**config.mk**
```make
export PLATFORM = sky130hd
export DESIGN_NAME = serial_loader
export DESIGN_NICKNAME = d
export VERILOG_FILES = /design/src/rtl/serial_loader.sv
export SDC_FILE = /design/constraint.sdc
export NUM_CORES = 1
export LEC_CHECK = 0
export CORE_MARGIN = 5
export CORE_UTILIZATION = 55
export DETAILED_ROUTE_END_ITERATION = 6
export PLACE_DENSITY = 0.75
export SYNTH_ARGS = -nofsm -noshare
export SYNTH_HDL_FRONTEND = slang
export SYNTH_SLANG_ARGS = --single-unit
```
**constraint.sdc**
```tcl
create_clock -name clk -period 10.75 [get_ports clk]
set_clock_uncertainty 0.1 [all_clocks]
set_input_delay 2.15 -clock clk [delete_from_list [all_inputs] [get_ports clk]]
set_output_delay 2.15 -clock clk [all_outputs]
set_load 0.02 [all_outputs]
```
**src/rtl/serial_loader.sv**
```systemverilog
// serial_loader: receives a length-prefixed byte stream from the UART
// receiver, packs it big-endian into 32-bit words and writes it to RAM
// starting at BASE_ADDR. Reports success (PPC_EXEC) or failure (PPC_FAIL)
// on next_state.
// Optional feature: define SERIAL_LOADER_CHECKSUM_EN to expect and verify a
// trailing 8-bit additive checksum byte after the payload.

`ifndef RAM_ADDR_BITS
`define RAM_ADDR_BITS 12
`endif
`ifndef PPC_LOAD
`define PPC_LOAD 2'd1
`endif
`ifndef PPC_EXEC
`define PPC_EXEC 2'd2
`endif
`ifndef PPC_FAIL
`define PPC_FAIL 2'd3
`endif

module serial_loader #(
  parameter int ADDR_BITS      = `RAM_ADDR_BITS,
  parameter int BASE_ADDR      = 0,
  parameter int TIMEOUT_CYCLES = 10000000
) (
  input  logic                 clk,
  input  logic                 rst,
  input  logic                 rx_ready,
  input  logic [7:0]           rx_data,
  output logic [1:0]           next_state,
  output logic [5:0]           leds,
  output logic [ADDR_BITS-1:0] ram_addr,
  output logic [3:0]           ram_byteen,
  output logic [31:0]          ram_wrdata,
  output logic                 ram_rden,
  output logic                 ram_wren
);

  // Largest image (in bytes) that fits between BASE_ADDR and the top of RAM.
  localparam logic [63:0] MAX_BYTES =
      (64'd4 << ADDR_BITS) - (64'd4 * 64'(BASE_ADDR));
  localparam logic [31:0]          TIMEOUT_LIMIT = 32'(TIMEOUT_CYCLES);
  localparam logic [ADDR_BITS-1:0] BASE_W        = ADDR_BITS'(BASE_ADDR);

  typedef enum logic [2:0] {
    ST_HDR,
    ST_DATA,
    ST_SUM,
    ST_DONE,
    ST_ERR
  } state_t;

  state_t               state_q, state_d;
  logic [1:0]           hdr_cnt_q, hdr_cnt_d;
  logic [31:0]          len_q, len_d;
  logic [31:0]          byte_cnt_q, byte_cnt_d;
  logic [31:0]          shift_q, shift_d;
  logic [31:0]          idle_q, idle_d;
  logic [1:0]           next_state_q, next_state_d;
  logic [5:0]           leds_q, leds_d;
  logic [ADDR_BITS-1:0] ram_addr_q, ram_addr_d;
  logic [3:0]           ram_byteen_q, ram_byteen_d;
  logic [31:0]          ram_wrdata_q, ram_wrdata_d;
  logic                 ram_wren_q, ram_wren_d;
`ifdef SERIAL_LOADER_CHECKSUM_EN
  logic [7:0]           sum_q, sum_d;
`endif

  logic [1:0] byte_pos;
  logic       byte_in;
  logic       counting;

  // Next-state logic: header collection, payload packing, checksum, timeout.
  always_comb begin
    state_d      = state_q;
    hdr_cnt_d    = hdr_cnt_q;
    len_d        = len_q;
    byte_cnt_d   = byte_cnt_q;
    shift_d      = shift_q;
    idle_d       = idle_q;
    ram_addr_d   = ram_addr_q;
    ram_byteen_d = ram_byteen_q;
    ram_wrdata_d = ram_wrdata_q;
    ram_wren_d   = 1'b0;
`ifdef SERIAL_LOADER_CHECKSUM_EN
    sum_d        = sum_q;
`endif

    byte_pos = byte_cnt_q[1:0];
    byte_in  = rx_ready && (state_q == ST_HDR || state_q == ST_DATA ||
                            state_q == ST_SUM);
    counting = (state_q == ST_DATA) || (state_q == ST_SUM) ||
               (state_q == ST_HDR && hdr_cnt_q != 2'd0);

    if (byte_in) begin
      idle_d = '0;
    end else if (counting) begin
      idle_d = idle_q + 32'd1;
    end

    case (state_q)
      ST_HDR: begin
        if (rx_ready) begin
          len_d     = {len_q[23:0], rx_data};
          hdr_cnt_d = hdr_cnt_q + 2'd1;
          if (hdr_cnt_q == 2'd3) begin
            if ({32'd0, len_d} > MAX_BYTES) begin
              state_d = ST_ERR;
            end else if (len_d == 32'd0) begin
`ifdef SERIAL_LOADER_CHECKSUM_EN
              state_d = ST_SUM;
`else
              state_d = ST_DONE;
`endif
            end else begin
              state_d = ST_DATA;
            end
          end
        end
      end
      ST_DATA: begin
        if (rx_ready) begin
          byte_cnt_d = byte_cnt_q + 32'd1;
`ifdef SERIAL_LOADER_CHECKSUM_EN
          sum_d      = sum_q + rx_data;
`endif
          if (byte_pos == 2'd0) begin
            shift_d = {rx_data, 24'd0};
          end else begin
            shift_d = shift_q | ({24'd0, rx_data} << {~byte_pos, 3'b000});
          end
          if (byte_pos == 2'd3 || byte_cnt_d == len_q) begin
            ram_wren_d   = 1'b1;
            ram_addr_d   = BASE_W + byte_cnt_q[ADDR_BITS+1:2];
            ram_byteen_d = ~(4'b0111 >> byte_pos);
            ram_wrdata_d = shift_d;
          end
          if (byte_cnt_d == len_q) begin
`ifdef SERIAL_LOADER_CHECKSUM_EN
            state_d = ST_SUM;
`else
            state_d = ST_DONE;
`endif
          end
        end
      end
      ST_SUM: begin
`ifdef SERIAL_LOADER_CHECKSUM_EN
        if (rx_ready) begin
          state_d = (rx_data == sum_q) ? ST_DONE : ST_ERR;
        end
`endif
      end
      default: begin
      end
    endcase

    if (counting && !byte_in && idle_d == TIMEOUT_LIMIT) begin
      state_d = ST_ERR;
    end

    case (state_d)
      ST_DONE: next_state_d = `PPC_EXEC;
      ST_ERR:  next_state_d = `PPC_FAIL;
      default: next_state_d = `PPC_LOAD;
    endcase
    leds_d = {state_d == ST_ERR, state_d == ST_DONE, byte_cnt_d[13:10]};
  end

  // State and registered outputs; reset clears everything including any pending write.
  always_ff @(posedge clk or posedge rst) begin
    if (rst) begin
      state_q      <= ST_HDR;
      hdr_cnt_q    <= '0;
      len_q        <= '0;
      byte_cnt_q   <= '0;
      shift_q      <= '0;
      idle_q       <= '0;
      next_state_q <= `PPC_LOAD;
      leds_q       <= '0;
      ram_addr_q   <= '0;
      ram_byteen_q <= '0;
      ram_wrdata_q <= '0;
      ram_wren_q   <= 1'b0;
`ifdef SERIAL_LOADER_CHECKSUM_EN
      sum_q        <= '0;
`endif
    end else begin
      state_q      <= state_d;
      hdr_cnt_q    <= hdr_cnt_d;
      len_q        <= len_d;
      byte_cnt_q   <= byte_cnt_d;
      shift_q      <= shift_d;
      idle_q       <= idle_d;
      next_state_q <= next_state_d;
      leds_q       <= leds_d;
      ram_addr_q   <= ram_addr_d;
      ram_byteen_q <= ram_byteen_d;
      ram_wrdata_q <= ram_wrdata_d;
      ram_wren_q   <= ram_wren_d;
`ifdef SERIAL_LOADER_CHECKSUM_EN
      sum_q        <= sum_d;
`endif
    end
  end

  assign next_state = next_state_q;
  assign leds       = leds_q;
  assign ram_addr   = ram_addr_q;
  assign ram_byteen = ram_byteen_q;
  assign ram_wrdata = ram_wrdata_q;
  assign ram_wren   = ram_wren_q;
  assign ram_rden   = 1'b0;

endmodule

```
==> results by stage <==
STA:
- The final-report max-slew violation count was 0.
- Setup repair after global routing left no endpoint under its margin.
- The final critical delay including setup and external delays is 5.58 ns.
- For the final routed database, the setup TNS stands at 0 ns.
- The hold violation count in the final report is 0.
- Based on the critical path, the design can be clocked at up to 179 MHz.
- The transition time at the pin with the least slew margin is 1.16 ns.
- The relative max-transition margin is 0.225.
- Once routing completed, OpenROAD measured the worst setup slack at 5.17 ns.
- The final worst-path cycle share is 0.519.
- The number of endpoints failing setup at the final stage is 0.

Critical path:
- The data required time at the worst endpoint is 10.95 ns.
- STA classifies the critical path startpoint as an input pin.
- The number of cells on the worst reg-to-reg path is 10.
- Data arrives at the worst endpoint at 5.78 ns.
- The endpoint identified for the worst register-to-register timing path is ram_addr[1].
- The critical path endpoint category is a flop.
- The largest fanout on the critical path is 41.
- The family of cells with the greatest summed delay on the critical path is simple AND/OR/NAND/NOR gates.
- The worst-case register-to-register setup slack is 6.26 ns.
- The biggest cell delay along the critical path is 0.73 ns.
- Together, buffers and inverters on the worst path number 2.
- The startpoint identified for the worst register-to-register timing path is byte_cnt_q[0].
- The path type of the worst setup path is input pin to flop.
- The critical path goes through clkdlybuf4s50_1 > nand4bb_1 > nor3_1 > o2111ai_1 > a211oi_1 > nand4_1 > nor4_1 > a21oi_4 > buf_4 > mux2_1.
- The slowest stage of the critical path is the sky130_fd_sc_hd__nor4_1 cell.

Yosys:
- After synthesis the netlist holds a flip-flop and latch count of 186.
- The sequential share of the synthesized area is 0.490.
- In this run the mean area of a mapped cell was 9.92 µm².
- The portion of synthesized area spent on multiplexers is 0.0944.
- The commonest cells after synthesis are sky130_fd_sc_hd__dfrtp_1, sky130_fd_sc_hd__nor2_1, sky130_fd_sc_hd__xnor2_1.
- Counting flops with a built-in enable in the synthesized netlist gives 0.
- The post-synthesis share of cell area spent on and, or, nand and nor gates is 0.188.
- The number of different library cells in the post-synthesis netlist is 65.
- In the post-synthesis netlist, the biggest area contributors are sky130_fd_sc_hd__dfrtp_1, sky130_fd_sc_hd__xnor2_1, sky130_fd_sc_hd__mux2_1.
- The mapped netlist covers 9500 µm².
- The cell with the most instances after synthesis is sky130_fd_sc_hd__dfrtp_1.
- During synthesis, Yosys emitted a total of 0 warnings.
- The total nets after synthesis is 974.
- The share of flip-flops with an asynchronous set or reset after synthesis is 1.00.
- The compound-gate portion of the synthesized area was 0.0847.
- The adder and majority gate portion of the synthesized area is 0.00658.
- The cell type with the largest total area after synthesis is sky130_fd_sc_hd__dfrtp_1.
- The predominant post-synthesis flop cell is sky130_fd_sc_hd__dfrtp_1.
- In the synthesized netlist, the number of instances is 958.
- The area share of the leading cell type in the synthesized netlist is 0.487.
- The xor and xnor fraction of the mapped netlist area is 0.0949.
- After synthesis, the largest family of logic cells by area is simple AND/OR/NAND/NOR gates.

Power and ir drop:
- VDD sags by at most 0.143 mV.
- After layout, the design draws a total of 2.24 mW.
- The power per cell area is 206 nW/µm².
- The share of total power dissipated in the clock network is 0.299.
- The share of total power dissipated in combinational logic is 0.263.
- Of the total power, the share spent switching nets is 0.325.
- The sequential fraction of design power is 0.438.
- The leakage power is 4.79 nW.
- The internal power is 1.51 mW.
- Summed over all nets, the switching power comes to 0.728 mW.

Clocking:
- The post-cts repair resize count is 0.
- The clock passes through at most 2 buffers.
- In this run the post-CTS setup repair buffer count came out at 0.
- Clock-pin slew was measured on the worst setup and hold paths at 0.07 ns.
- The number of hold buffers added after CTS was 0.
- The tree is rooted in a sky130_fd_sc_hd__clkbuf_16.
- The number of buffers inserted during clock tree synthesis is 17.
- The count of clock tree sinks is 186.
- The clock reaches the later pin of the worst-skew pair after 0.43 ns.
- The CTS tree is built.
- In this run the number of H-tree levels came out at 4.

Die:
- The area of the core is 17,100 µm².
- The floorplan step defined a die boundary enclosing 20,000 µm².
- The die is 141 µm wide.
- The total number of placement rows is 48.
- Measured along the y axis, the die boundary spans 141 µm.
- Pin placement for this block handled 69 I/O pins.
- For this configuration, the core starts out at a cell density of 0.555.

Hold path:
- The startpoint identified for the worst hold timing path is ram_byteen[3].
- The worst hold path class is flop to flop.
- Along the worst hold path, the cell count comes to 1.
- The worst hold path terminates at ram_byteen[3].

Finish:
- Relative to the synthesized area, the layout overhead comes to 14.3%.
- The repair_antennas step left the layout with diodes totalling 0.
- The net count of the finished layout is 1,002.
- After filler insertion, the fill cell instance count of the layout stands at 1,450.
- Measured on the finished design, the core utilization comes to 0.634.
- Of the cells placed in the final design, the portion with a size suffix greater than 1 is 0.0902.

Outcome:
- The run finished with clean final reports.

Drt:
- The count of nets left with antenna violations once routing finished came out at 0.
- The average wire per cell in the routed design is 17.4 µm.
- In this run, the number of DRC markers left after iteration 0 of detailed routing was 532.
- The first detailed-routing pass ran for 5 iterations.
- The total DRC errors in the routed layout is 0.
- For this block, the routed nets add up to 21.3 mm of wire.
- In the routed layout, each cell is associated on average with a via count of 5.83.
- The routed layout has 7,135 vias.

GRT:
- The via count of the first global-routing pass is 6,819.
- For this run, the total global-route usage over all layers was measured as 0.221.
- After global routing the overflow that remains totals 0.
- The global-route wire length before repair is 35.7 mm.
- The number of antenna violations at the first check in global routing came to 0.
- Entering global routing, the biggest net connects 104 pins.

Placed design:
- The worst slack after detailed placement is 4.73 ns.
- The post-DP HPWL is 14.4 mm.
- The number of I/O port buffers is 67.
- At the end of routability-driven placement, the weighted congestion stood at 0.908.

Job:
- The tool flagged a number of max-cap violations equal to 0.
[worst register-to-register path: stages, from the launching register on]
cell and delay, ns:
sky130_fd_sc_hd__dfrtp_1 0.55, sky130_fd_sc_hd__ha_1 0.39, sky130_fd_sc_hd__nand2_1 0.24, sky130_fd_sc_hd__nor4_2 0.85, sky130_fd_sc_hd__nand4_1 0.14, sky130_fd_sc_hd__and3b_1 0.21, sky130_fd_sc_hd__a211o_1 0.32, sky130_fd_sc_hd__nor4_1 0.63
sky130_fd_sc_hd__a21oi_4 0.16, sky130_fd_sc_hd__buf_4 0.35, sky130_fd_sc_hd__mux2_1 0.41
[power groups by stage]
stage,registers (mW),clock network (mW),logic [mW]
after detailed placement,0.989,0,0.588
after CTS,0.977,0.681,0.593
after global placement,0.986,0,0.576
after floorplan,0.967,0,0.416
final,0.981,0.671,0.590
after global routing,1.00,0.711,0.658
[worst max-delay path by stage]
stage	startpoint	to	slack, ns	cells past startpoint
4_1_cts	rx_ready	ram_wrdata[20]	5.17	10
3_3_place_gp	rx_ready	ram_wrdata[26]	4.90	10
5_1_grt	rx_ready	ram_addr[1]	4.92	10
3_5_place_dp	rx_ready	ram_wrdata[31]	4.73	10
2_1_floorplan	rst	byte_cnt_q[0]	3.44	1
6_report	rx_ready	ram_addr[1]	5.17	10
[area by class of cell]
class / count / area [µm²] / share of cell area
inverters: 26 / 103 / 0.00945
clock inverters: 11 / 183 / 0.0168
well taps: 225 / 282 / 0.0259
flip-flops and latches: 186 / 4660 / 0.429
clock buffers: 20 / 447 / 0.0411
multi-input cells: 683 / 4480 / 0.413
repair buffers: 72 / 708 / 0.0652
[layout by cell type, fill, tap and decap left out, types with 7 or more instances in the layout]
cell type and n:
sky130_fd_sc_hd__dfrtp_1 185, sky130_fd_sc_hd__nor2_1 123, sky130_fd_sc_hd__clkdlybuf4s50_1 67, sky130_fd_sc_hd__xnor2_1 63, sky130_fd_sc_hd__a21oi_1 57, sky130_fd_sc_hd__nand2_1 55, sky130_fd_sc_hd__mux2_1 45, sky130_fd_sc_hd__xor2_1 40
sky130_fd_sc_hd__o21ai_0 39, sky130_fd_sc_hd__mux2_2 32, sky130_fd_sc_hd__nand3_1 32, sky130_fd_sc_hd__nor3_1 29, sky130_fd_sc_hd__nand4_1 28, sky130_fd_sc_hd__inv_1 25, sky130_fd_sc_hd__nor4_1 24, sky130_fd_sc_hd__clkbuf_16 17
sky130_fd_sc_hd__and3_1 9, sky130_fd_sc_hd__and2_1 8, sky130_fd_sc_hd__or3_1 7
[routing by layer]
metal / vias up / wire [µm] / part of all wire / track usage
met4: 0 / 333 / 0.016 / 0.0566
met1: 3478 / 9680 / 0.46 / 0.318
li1: 3388 / - / - / -
met3: 29 / 1240 / 0.058 / 0.0428
met5: - / 0 / 0 / 0
met2: 240 / 10000 / 0.47 / 0.349
[logic make-up (layout without fill, tap and decap cells)]
logic type,Yosys count,after routing
compound gates,138,138
simple gates,356,356
flops,186,186
buf+inv,89,129
fa+ha+maj,5,5
other cells,1,1
xor+xnor,103,103
mux,80,80
[per-stage QoR]
stage | hold WS (ns) | instances | cell area [µm²]
final | 0.370 | 1223 | 10900
after global routing | 0.401 | 1223 | 10900
after CTS | 0.374 | 1223 | 10900
after detailed placement | 0.353 | 1192 | 10200
after global placement | 0.358 | 1192 | 10200
after floorplan | 0.362 | 958 | 9500
[state kept, by name (all words and copies together) (netlist names)]
register and cells:
idle_q 32, len_q 32, ram_wrdata 32, shift_q 32, byte_cnt_q 28, ram_addr 12, leds 6, ram_byteen 4
state_q 3, hdr_cnt_q 2, next_state 2, ram_wren 1
No activity file was read; power rests on OpenSTA's default activity.
